### config.mk
export PLATFORM = sky130hd
export DESIGN_NAME = seq_shifter
export DESIGN_NICKNAME = d
export VERILOG_FILES = /design/src/rtl/seq_shifter.sv
export SDC_FILE = /design/constraint.sdc
export NUM_CORES = 1
export LEC_CHECK = 0
export ABC_AREA = 1
export CORE_AREA = 10 10 84 86
export CTS_BUF_LIST = sky130_fd_sc_hd__clkbuf_2
export CTS_CLUSTER_DIAMETER = 40
export DETAILED_ROUTE_END_ITERATION = 10
export DIE_AREA = 0 0 94 96
export PLACE_DENSITY = 0.81
export SYNTH_ARGS = -nofsm -noshare
export SYNTH_HDL_FRONTEND = slang
export SYNTH_SLANG_ARGS = --single-unit
### constraint.sdc
create_clock -name clk -period 2.1 [get_ports clk]
set_input_delay 0.525 -clock clk [delete_from_list [all_inputs] [get_ports clk]]
set_output_delay 0.525 -clock clk [all_outputs]
set_load 0.01 [all_outputs]
### src/rtl/seq_shifter.sv
// Multi-cycle shift unit: shifts an operand by up to STEP bits per clock
// (SLL/SRL/SRA/ROTR), with valid/ready handshakes on request and result.
//
// state | meaning
// ------+---------------------------------------------------------------
// IDLE  | waiting for a request; in_ready high
// SHIFT | working register shifted by min(STEP, remaining) each cycle
// DONE  | result held on data_out with out_valid high until out_ready
module seq_shifter #(
  parameter  int WIDTH   = 32,
  parameter  int STEP    = 1,
  localparam int SHAMT_W = $clog2(WIDTH)
) (
  input  logic               clk,
  input  logic               rst_n,
  input  logic               in_valid,
  output logic               in_ready,
  input  logic [1:0]         op,
  input  logic [WIDTH-1:0]   data_in,
  input  logic [SHAMT_W-1:0] shamt,
  output logic               out_valid,
  input  logic               out_ready,
  output logic [WIDTH-1:0]   data_out,
  output logic               busy
);

  // One extra bit so STEP == WIDTH is representable as a step amount.
  localparam int                 AMT_W  = SHAMT_W + 1;
  localparam logic [AMT_W-1:0]   STEP_C = AMT_W'(STEP);

  localparam logic [1:0] OP_SLL  = 2'b00;
  localparam logic [1:0] OP_SRL  = 2'b01;
  localparam logic [1:0] OP_SRA  = 2'b10;
  localparam logic [1:0] OP_ROTR = 2'b11;

  typedef enum logic [1:0] {
    IDLE  = 2'b00,
    SHIFT = 2'b01,
    DONE  = 2'b10
  } state_t;

  state_t               state_q, state_d;
  logic [WIDTH-1:0]     work_q, work_d;
  logic [SHAMT_W-1:0]   rem_q, rem_d;
  logic [1:0]           op_q, op_d;

  logic [AMT_W-1:0]     rem_ext;
  logic [AMT_W-1:0]     amt;
  logic [AMT_W-1:0]     rem_left;
  logic [2*WIDTH-1:0]   rot_dbl;
  logic [WIDTH-1:0]     shifted;

  // Step amount for this cycle and the working register shifted by it.
  // SRA stays correct across steps because the arithmetic shift keeps
  // replicating the MSB, which never changes from the original sign.
  always_comb begin
    rem_ext  = {1'b0, rem_q};
    amt      = (rem_ext < STEP_C) ? rem_ext : STEP_C;
    rem_left = rem_ext - amt;
    rot_dbl  = {work_q, work_q} >> amt;
    shifted  = work_q;
    case (op_q)
      OP_SLL:  shifted = work_q << amt;
      OP_SRL:  shifted = work_q >> amt;
      OP_SRA:  shifted = $signed(work_q) >>> amt;
      OP_ROTR: shifted = rot_dbl[WIDTH-1:0];
      default: shifted = work_q;
    endcase
  end

  // Next-state and datapath register updates.
  always_comb begin
    state_d = state_q;
    work_d  = work_q;
    rem_d   = rem_q;
    op_d    = op_q;
    case (state_q)
      IDLE: begin
        if (in_valid) begin
          work_d  = data_in;
          op_d    = op;
          rem_d   = shamt;
          state_d = (shamt == '0) ? DONE : SHIFT;
        end
      end
      SHIFT: begin
        work_d = shifted;
        rem_d  = rem_left[SHAMT_W-1:0];
        if (rem_left == '0) state_d = DONE;
      end
      DONE: begin
        if (out_ready) state_d = IDLE;
      end
      default: state_d = IDLE;
    endcase
  end

  // State and datapath registers; reset discards any in-flight operation.
  always_ff @(posedge clk or negedge rst_n) begin
    if (!rst_n) begin
      state_q <= IDLE;
      work_q  <= '0;
      rem_q   <= '0;
      op_q    <= '0;
    end else begin
      state_q <= state_d;
      work_q  <= work_d;
      rem_q   <= rem_d;
      op_q    <= op_d;
    end
  end

  assign in_ready  = (state_q == IDLE);
  assign out_valid = (state_q == DONE);
  assign busy      = (state_q != IDLE);
  assign data_out  = work_q;

endmodule

Yosys cells after proc, flatten, opt, wreduce, memory -nomap -nowiden

Cells that the tools add are included.

Add/sub/neg operators: 1
Order comparisons: 1
Equal/unequal tests: 8
Shifts and indexed selects: 4
Multiplexer cells: 11
Reduce and logical (&&, ||, !) cells: 9

Operator list:

| kind                 | count |
|---|---|
| $pmux W32 S4         | 1 |
| $pmux W32 S2         | 1 |
| $shr A64 B5 Y32      | 1 |
| $mux W32             | 1 |
| $shl A32 B5 Y32      | 1 |
| $shr A32 B5 Y32      | 1 |
| $sshr A32 B5 Y32     | 1 |
| $mux W5              | 2 |
| $pmux W5 S2          | 1 |
| $mux W2              | 4 |
| $eq A2 B2 Y1 const B | 3 |
| $logic_not A6 Y1     | 1 |
| $pmux W2 S3          | 1 |
| $sub A5 B5 Y6        | 1 |
| $logic_not A5 Y1     | 1 |
| $lt A5 B1 Y1 const B | 1 |
| $eq A2 B1 Y1 const B | 2 |
| $logic_not A2 Y1     | 2 |
| $ne A2 B2 Y1 const B | 2 |
| $reduce_and A2 Y1    | 2 |
| $reduce_bool A2 Y1   | 2 |
| $reduce_and A3 Y1    | 1 |
| $ne A2 B1 Y1 const B | 1 |

Register bits: 41
Input port bits: 43
Output and inout bits: 35
Logic and storage cells: 38

Depth between registers and ports, before layout

Depth after elaboration: 6
Gate-level depth with buffers: 10
Gate-level depth less buffers: 10

Worst setup path before layout

No wires, ideal clock.

Kind: register -> register
Start point: register rem_q[2]
End point: register state_q[0]
Setup time: 120 ps
Arrival: 1466 ps
Data required time: 1980 ps
Path slack: 513 ps
Stages on the path, launching flop included: 10
Buffers on the path: 0
Period minus slack after synthesis: 1587 ps
Path through: dfrtp_1 -> nor2_4 -> nand2_1 -> nand2_1 -> inv_1 -> ha_1 -> xnor2_1 -> nand4_1 -> o21ai_0 -> nand2_1

Longest elaborated chain between the ends: 6

RTL lines:

| item                            | line | source |
|---|---|---|
| from (decl)                     | 44   | `logic [SHAMT_W-1:0] rem_q, rem_d;` |
| from (signal assigned)          | 108  | `rem_q <= rem_d;` |
| $lt A5 B1 Y1                    | 58   | `amt = (rem_ext < STEP_C) ? rem_ext : STEP_C;` |
| $mux W5                         | 58   |  |
| $sub A5 B5 Y6 (*)               | 59   | `rem_left = rem_ext - amt;` |
| $logic_not A6 Y1 (*)            | 89   | `if (rem_left == '0) state_d = DONE;` |
| $ne A2 B2 Y1 (no line) (*)      | -    |  |
| $reduce_and A3 Y1 (no line) (*) | -    |  |
| to (signal assigned)            | 106  | `state_q <= state_d;` |
| to (decl)                       | 42   | `state_t state_q, state_d;` |

Mark *: on every way between the ends. The rest lies on a longest branch, timed or not.
A chain may end at the register's enable or synchronous reset.

Final worst setup path

Start point: register state_q[1]
End point: output port in_ready

Longest elaborated chain between the ends: 1

RTL lines:

| item             | line | source |
|---|---|---|
| $logic_not A2 Y1 | 113  | `assign in_ready = (state_q == IDLE);` |
| to (decl)        | 17   | `output logic in_ready,` |

No other way between the ends.

==> flow_summary.toml <==
[run_status]
status = "finished clean"

[final_layout]
insertedDiodeCount = 0
stdcell_area_mm2 = 0.00343
areaGrowthSynthToFinish_pct = 33.5
fillCellCount = 490
layout-drive-gt1-share_pct = 7.64
nets = 489

[worst_setup_path]
start_kind = "flop"
crit_type = "flop to output port"
arrival_ns = 1.47
worstPathRequired_ns = 1.57
reg2reg_to = "state_q[0]"
r2r-start = "rem_q[1]"
regToRegSetupSlack_ns = 0.26
critPathMaxFanout = 4
critPathCaptureType = "output port"
reg2reg_depth = 9

[grt]
antenna_found_initial = 0
grt_first_pass_wirelength_um = 13200
grt_pass1_vias = 2745
grt_max_degree = 36
grt_usage_pct = 17.9
globalRouteOverflowTotal = 0

[timing]
setup_viol = 0
min_period_ns = 1.99
setup-tns-final_ns = 0
rsz0062_at_grt = "false"
period_share_pct = 94.8
finClkSkew_ns = 0.00882
setup_slack_ns = 0.109
fmax_mhz = 502
slew_headroom_pct = 66.3
tightest_slew_ns = 0.505
finalMaxSlewViolations = 0
hold_violations = 0

[floorplan]
die_x_um = 94
core.rowCount = 27
start_util_pct = 47.5
die_height_um = 96
core_area_mm2 = 0.00541
ios = 78
die_area_mm2 = 0.00902

[synthesis]
synthSimpleGateAreaFrac_pct = 35.4
ys_seq_elements = 41
syn_area_per_cell_um2 = 6.99
synth_area_leaders = "dfrtp_1 (40%), nand2_1 (22%), a21oi_1 (4.9%), nor2_1 (4.1%), o22ai_1 (3.9%)"
yosysTopAreaCellShare_pct = 40.0
ys_warn_count = 0
synth_area_mm2 = 0.00257
syn_inst = 367
yosys.area.top_type = "dfrtp_1"
synth_common_cells = "nand2_1 (149), dfrtp_1 (41), nor2_1 (28), a21oi_1 (25), inv_1 (22)"
async_reset_ff_share_pct = 100
synth_xor_area_share_pct = 0.341
synthMuxAreaShare_pct = 0.439
synth_most_common_cell = "nand2_1"
syn-num-nets = 411
synth-compound-area-share_pct = 14.9
seq_area_frac_synth_pct = 40.0
synth_edf_count = 0
synth.distinct_cells = 29
yosys_most_used_dff = "dfrtp_1"
synth_fa_ha_area_share_pct = 0.488
synth_top_family_by_area = "simple AND/OR/NAND/NOR gates"

[clock_tree]
clock-sinks = 41
cts_tree = "built"
cts_root_buf = "clkbuf_2"
clk_path_buf_depth = 2
cts_buffers = 5
htree_levels = 2
clk_latency_ns = 0.40
clkTransAtPathRegs_ns = 0.20

[detailed_routing]
drtPass1Iterations = 5
wire_per_inst_um = 15.4
detail-route-antenna-nets = 0
viasPerCell = 5.32
vias = 2753
drtIter0Drc = 182
totalWireLength_um = 7970
drc = 0

[power]
p_clk_share_pct = 5.9
p_leak_uw = 0.00165
seqPwrFrac_pct = 28.5
p_int_uw = 2870
pwr-share-comb_pct = 65.7
p_sw_uw = 2880
switching_share_pct = 50.1
max-vdd-ir-drop_uv = 739
p_total_uw = 5750
powerDensity_mw_per_mm2 = 1680

[placed_design]
hpwlAfterDp_um = 5700
place_ws_ns = 0.256
io_buffers = 77
place.gp.congestion = 0.924
placed_area_mm2 = 0.00337

[flow_run]
cap_violations = 0

[min_path]
hold_path.class = "primary input to asynchronous set/reset pin"
## registers in the layout (all words and copies together) (netlist names)
signal,cells
data_out,32
state_q,2
rem_q,5
op_q,2
## logic make-up (layout without fill, tap and decap cells)
logic type	after synthesis	count (layout)
AOI/OAI and AO/OA	70	70
xor gates and xnor gates	1	1
adders and majority gates	1	1
buffers and inverters	43	121
DFF	41	41
muxes	1	1
and+or+nand+nor	210	210
## cell type report
type                            instances  area [um2]  area share (%)
Clock buffer                            6        30.0           0.876
Clock inverter                          1        3.75           0.110
Inverter                               27         104            3.03
Multi-Input combinational cell        283        1320            38.6
Sequential cell                        41        1030            30.0
Tap cell                               72        90.1            2.63
Timing Repair Buffer                   87         850            24.8
## repair_timing
| item | CTS | global route |
|---|---|---|
| hold buffers | 0 | 0 |
| buffers inserted | 4 | 0 |
| resized for setup | 4 | 0 |
| endpoints found under the setup margin | 3 | 0 |
## cells in the final DEF, fill, tap and decap left out, types with 2 or more instances in the layout
cell type	n
clkdlybuf4s50_1	73
dfrtp_1	40
inv_2	4
nand2_1	149
a21oi_1	25
nor2_1	28
o21ai_1	7
o21ai_0	17
inv_1	22
nor2_4	4
buf_4	9
nand3_1	17
nand2_4	3
dlygate4sd2_1	3
nand4_1	4
clkbuf_2	6
o211ai_1	2
o22ai_1	16
## critical path: stages (launching register included)
cell and delay, ns:
dfrtp_1 0.42, buf_4 0.14, nor2_4 0.08, buf_4 0.14, dlygate4sd2_1 0.27
## routing by layer
metal	track usage, %	share of wire (%)	up-vias
li1	-	-	1341
met2	27.9	48	115
met5	0	0	-
met3	6.85	9.8	10
met4	5.82	0.90	0
met1	22.5	42	1287
## worst max path at each step
| stage | startpoint | to | cells after the start | slack, ns |
|---|---|---|---|---|
| CTS | state_q[1] | in_ready | 4 | 0.10 |
| global route | state_q[1] | in_ready | 4 | 0.01 |
| finish | state_q[1] | in_ready | 4 | 0.11 |
| global placement | in_valid | data_out[27] | 6 | 0.30 |
| floorplan | rem_q[2] | state_q[0] | 9 | 0.51 |
| detailed placement | in_valid | data_out[27] | 6 | 0.26 |
## through the flow
stage	utilization [%]	hold slack, ns	cells
2_1_floorplan	-	0.229	367
3_3_place_gp	62.3	0.512	506
3_5_place_dp	62.3	0.524	506
4_1_cts	63.4	0.0590	517
5_1_grt	63.4	0.0374	517
6_report	63.4	0.0456	517
## power by group through the flow
stage          clock, uW  sequential, uW  combinational [uW]
3_3_place_gp           0            1640                3620
6_report             336            1640                3780
4_1_cts              337            1630                3790
5_1_grt              380            1690                4230
2_1_floorplan          0            1690                2400
3_5_place_dp           0            1650                3720
Note: power is estimated with default switching activity, not from simulation.
==> variant 1 (same flow settings) <==
Remove the case item `OP_SRL` of the case on `op_q`.
--- a/src/rtl/seq_shifter.sv
+++ b/src/rtl/seq_shifter.sv
@@ -61,7 +61,6 @@
     shifted  = work_q;
     case (op_q)
       OP_SLL:  shifted = work_q << amt;
-      OP_SRL:  shifted = work_q >> amt;
       OP_SRA:  shifted = $signed(work_q) >>> amt;
       OP_ROTR: shifted = rot_dbl[WIDTH-1:0];
       default: shifted = work_q;
Function: changed (Yosys sat finds a counterexample within 4 cycles, from zero or initial values and one cycle with rst_n low).
==> variant 1 against the unedited design <==
Wire length fell by 2.1%. Setup slack gained 0.028 ns. Sequential cell count unchanged. Synthesized area down 0.29%. Power is 2.5% lower. Design area grew 0.11%. Critical path depth fell by 3. Largest cell class unchanged. Combinational power is 3% lower.
==> variant 1: results (changes against the unedited design) <==
- Vias post-DR: 2837 (+3.1%)
- Half-perimeter wire length after placement: 5.74 mm (+0.67%)
- Cell Area, Placed: 3380 um2 (+0.48%)
- Critical path launch point: data_out[11]$_DFFE_PN0P_
- Worst r2r dst: data_out[3]$_DFFE_PN0P_
- Switching power: 0.00281 W (-2.4%)
- Largest net degree at the start of global routing: 42 (+17%)
- Lkg Pwr: 1.70 nW (+3.1%)
- GRT Overall Usage: 17.5% (-0.40 points)
- Final Wtd Congestion: 0.912 (-1.3%)
- Normalized max-slew margin: 65.2% (-1.1 points)
- R2r worst-path depth: 8 (-1)
- Net count, final: 495 (+1.2%)
- Outcome: finished clean
- Setup Skew: 0.0110 ns (+0.00221 ns)
- Drt wl/cell: 14.9 um (-3.2%)
- Slowest CP cell: clkdlybuf4s50_1
- Worst r2r src: state_q[0]$_DFFE_PN0P_
- DR iter-0 viols: 205 (+13%)
- Share of post-route cells with drive strength above 1: 7.10% (-0.55 points)
- IR drop worst, VDD: 0.787 mV (+6.5%)
- Synth top cells by count: nand2_1, nand3_1, dfrtp_1
- Synth area leaders: dfrtp_1, nand2_1, nand3_1
- Flop-to-flop setup slack: 0.20 ns (-0.06 ns)
- P_comb: 0.00366 W (-3%)
- First-pass GRT wire length: 12.9 mm (-2.3%)
- Seq/Total Area, Yosys: 40.1% (+0.12 points)
- Vias in the first global route: 2647 (-3.6%)
- Max stage delay on crit path: 0.58 ns (+0.16 ns)
[variant 1: changes by cell type after synthesis, moves of 3 or more]
cell,change
nor2_2,+3
nor2_1,-15
o21ai_1,-5
clkbuf_1,+7
a21oi_1,-17
inv_1,+13
inv_2,-3
o22ai_1,-6
o221ai_1,+5
buf_2,-5
nand3_1,+32
[variant 1: what timing repair did]
| item | in CTS | in global routing |
|---|---|---|
| setup endpoints to repair | 3 | 1 |
| pin swaps | 1 | 0 |
| buffers inserted | 2 | 0 |
| gates resized for setup | 2 | 1 |
[variant 1: cells by family (layout without fill, tap and decap cells)]
| logic type | count (synthesis) | in the layout | synth area share, % |
|---|---|---|---|
| xor+xnor | 1 | 1 | 0.342 |
| fa+ha+maj | 1 | 1 | 0.489 |
| buf+inv | 55 | 133 | 9.68 |
| compound gates | 48 | 48 | 11.4 |
| simple gates | 227 | 227 | 37.9 |
| flops | 41 | 41 | 40.1 |
[variant 1: layer usage]
layer / up-vias / track usage [%] / part of all wire (%)
li1: 1358 / - / -
met1: 1311 / 23.8 / 44
met2: 156 / 26.3 / 45
met3: 12 / 5.60 / 10
met4: 0 / 4.81 / 1.3
met5: - / 0 / 0
[variant 1: metrics by stage]
stage	util (%)	hold slack, ns	power [W]	setup slack [ns]	cells
finish	63.5	0.148	0.00560	0.137	523
floorplan	-	0.229	0.00394	0.559	373
detailed placement	62.6	0.499	0.00525	-0.0261	514
global route	63.5	0.145	0.00617	0.0185	523
global placement	62.6	0.495	0.00515	0.0263	514
CTS	63.4	0.163	0.00561	0.0362	523
[variant 1: area by class of cell]
type	instances	area [um2]	area share [%]
clock inverter	1	3.75	0.109
timing repair buffer	88	848	24.7
sequential	41	1030	29.9
tap	72	90.1	2.63
multi-input combinational	277	1280	37.5
clock buffer	6	30.0	0.875
inverter	38	148	4.30
==> variant 2 (same settings) <==
Without the edit above. Set the parameter `WIDTH` to 16 (it was 32).
--- a/src/rtl/seq_shifter.sv
+++ b/src/rtl/seq_shifter.sv
@@ -7,7 +7,7 @@
 // SHIFT | working register shifted by min(STEP, remaining) each cycle
 // DONE  | result held on data_out with out_valid high until out_ready
 module seq_shifter #(
-  parameter  int WIDTH   = 32,
+  parameter  int WIDTH   = 16,
   parameter  int STEP    = 1,
   localparam int SHAMT_W = $clog2(WIDTH)
 ) (
Ports: changed (resized data_in, data_out and shamt); port bits go from 78 to 45. The function was not compared with the original's and may differ.
==> variant 2 against the unedited design <==
Synthesized cell count decreased by 37%. Synthesized area decreased by 39%. Combinational power decreased by 41%. Final cell count decreased by 32%. Register-to-register slack improved by 0.13 ns. Sequential cell count decreased by 17. Design area decreased by 38%. Power decreased by 41%. Wire length decreased by 44%. Setup slack got worse by 0.033 ns. Critical endpoint is now out_valid. Highest routed layer unchanged.
==> variant 2: results (changes against the unedited design) <==
- Post-synthesis net count: 259 (-37%)
- Measured slew at the worst slew-check pin: 0.330 ns (-0.174 ns)
- Half-perimeter wire length after placement: 3.51 mm (-38%)
- Vias per inst: 4.60 (-14%)
- Seq/Total Area, Yosys: 38.5% (-1.5 points)
- Switching power: 0.00167 W (-42%)
- Synth area leaders: dfrtp_1, nand2_1, nor2_1
- Placed Cells: 347 (-31%)
- Fill count: 571 (+17%)
- Outcome: finished clean
- Synth top cells by count: nand2_1, nor2_1, dfrtp_1
- Critical-path maximum fanout: 3 (-1)
- Antenna violations before repair: 0 (unchanged)
- WL final: 4.46 mm (-44%)
- Number of flip-flops under the largest register name: 16 (-50%)
- Post-synthesis xor/xnor area fraction: 0.562% (+0.22 points)
- Net count, final: 310 (-37%)
- CTS clock-pin slew for the worst setup and hold paths: 0.26 ns (+0.06 ns)
- DR iter-0 viols: 121 (-34%)
- Vias in the first global route: 1665 (-39%)
- Adder-cell share of the synthesized area: 0.803% (+0.32 points)
- Share of post-route cells with drive strength above 1: 9.57% (+1.9 points)
- Final Wtd Congestion: 0.826 (-11%)
- Worst EP arrival: 1.50 ns (+0.03 ns)
- Netlist cell types: 28 (-3.4%)
- Flop-to-flop setup slack: 0.39 ns (+0.13 ns)
- TritonCTS Buffers: 3 (-2)
- R2r worst-path depth: 10 (+1)
- Slowest CP cell: clkdlybuf4s50_1
- Post-synthesis compound-gate area fraction: 13.3% (-1.5 points)
- Worst r2r src: rem_q[1]$_DFFE_PN0P_
- Hold Worst Slack: 0.486 ns (+0.441 ns)
- IR drop worst, VDD: 0.501 mV (-32%)
- Worst r2r dst: state_q[1]$_DFFE_PN0P_
- Largest net degree at the start of global routing: 25 (-31%)
- Setup Skew: 0.0229 ns (+0.0141 ns)
- Worst-Skew Late Latency: 0.36 ns (-0.04 ns)
- Level count of the clock H-tree: 1 (-1)
- Max stage delay on crit path: 0.55 ns (+0.13 ns)
- Pre-CTS setup slack: 0.343 ns (+0.0870 ns)
- Port bufs: 44 (-43%)
- Cell Area, Placed: 2080 um2 (-38%)
- GRT Overall Usage: 10.3% (-7.7 points)
[variant 2: how the worst max path moves through the flow]
stage / startpoint / end / slack (ns) / cells past startpoint
after floorplan: rem_q[1]$_DFFE_PN0P_ / state_q[1]$_DFFE_PN0P_ / 0.59 / 10
after global placement: state_q[0]$_DFFE_PN0P_ / in_ready / 0.35 / 2
after detailed placement: state_q[0]$_DFFE_PN0P_ / busy / 0.34 / 3
after CTS: state_q[0]$_DFFE_PN0P_ / in_ready / 0.0004 / 2
after global routing: state_q[1]$_DFFE_PN0P_ / out_valid / 0.002 / 3
final: state_q[1]$_DFFE_PN0P_ / out_valid / 0.08 / 3
[variant 2: timing repair]
action / 4_1_cts / 5_1_grt
gates resized for setup: 3 / 1
hold buffers: 0 / 0
buffers inserted: 2 / 1
endpoints found under the setup margin: 3 / 1
[variant 2: layer usage]
metal / vias up / part of all wire, % / wire length, um / track usage, %
li1: 834 / - / - / -
met1: 749 / 45 / 2000 / 12.7
met2: 38 / 49 / 2210 / 17.5
met3: 6 / 4.8 / 214 / 2.26
met4: 0 / 0.85 / 38 / 3.16
met5: - / 0 / 0 / 0
[variant 2: power groups by stage]
stage / combinational, W / clock [W] / sequential, W
after floorplan: 0.00141 / 0 / 0.000977
after global placement: 0.00217 / 0 / 0.000945
after detailed placement: 0.00221 / 0 / 0.000955
after CTS: 0.00225 / 0.000195 / 0.000934
after global routing: 0.00256 / 0.000215 / 0.000979
final: 0.00224 / 0.000194 / 0.000933
[variant 2: layout make-up]
type	count	area, um2	area share, %
multi-input combinational	178	825	38.7
sequential	24	602	28.2
timing repair buffer	53	509	23.9
tap	72	90.1	4.23
inverter	23	86.3	4.05
clock buffer	3	15.0	0.705
clock inverter	1	3.75	0.176
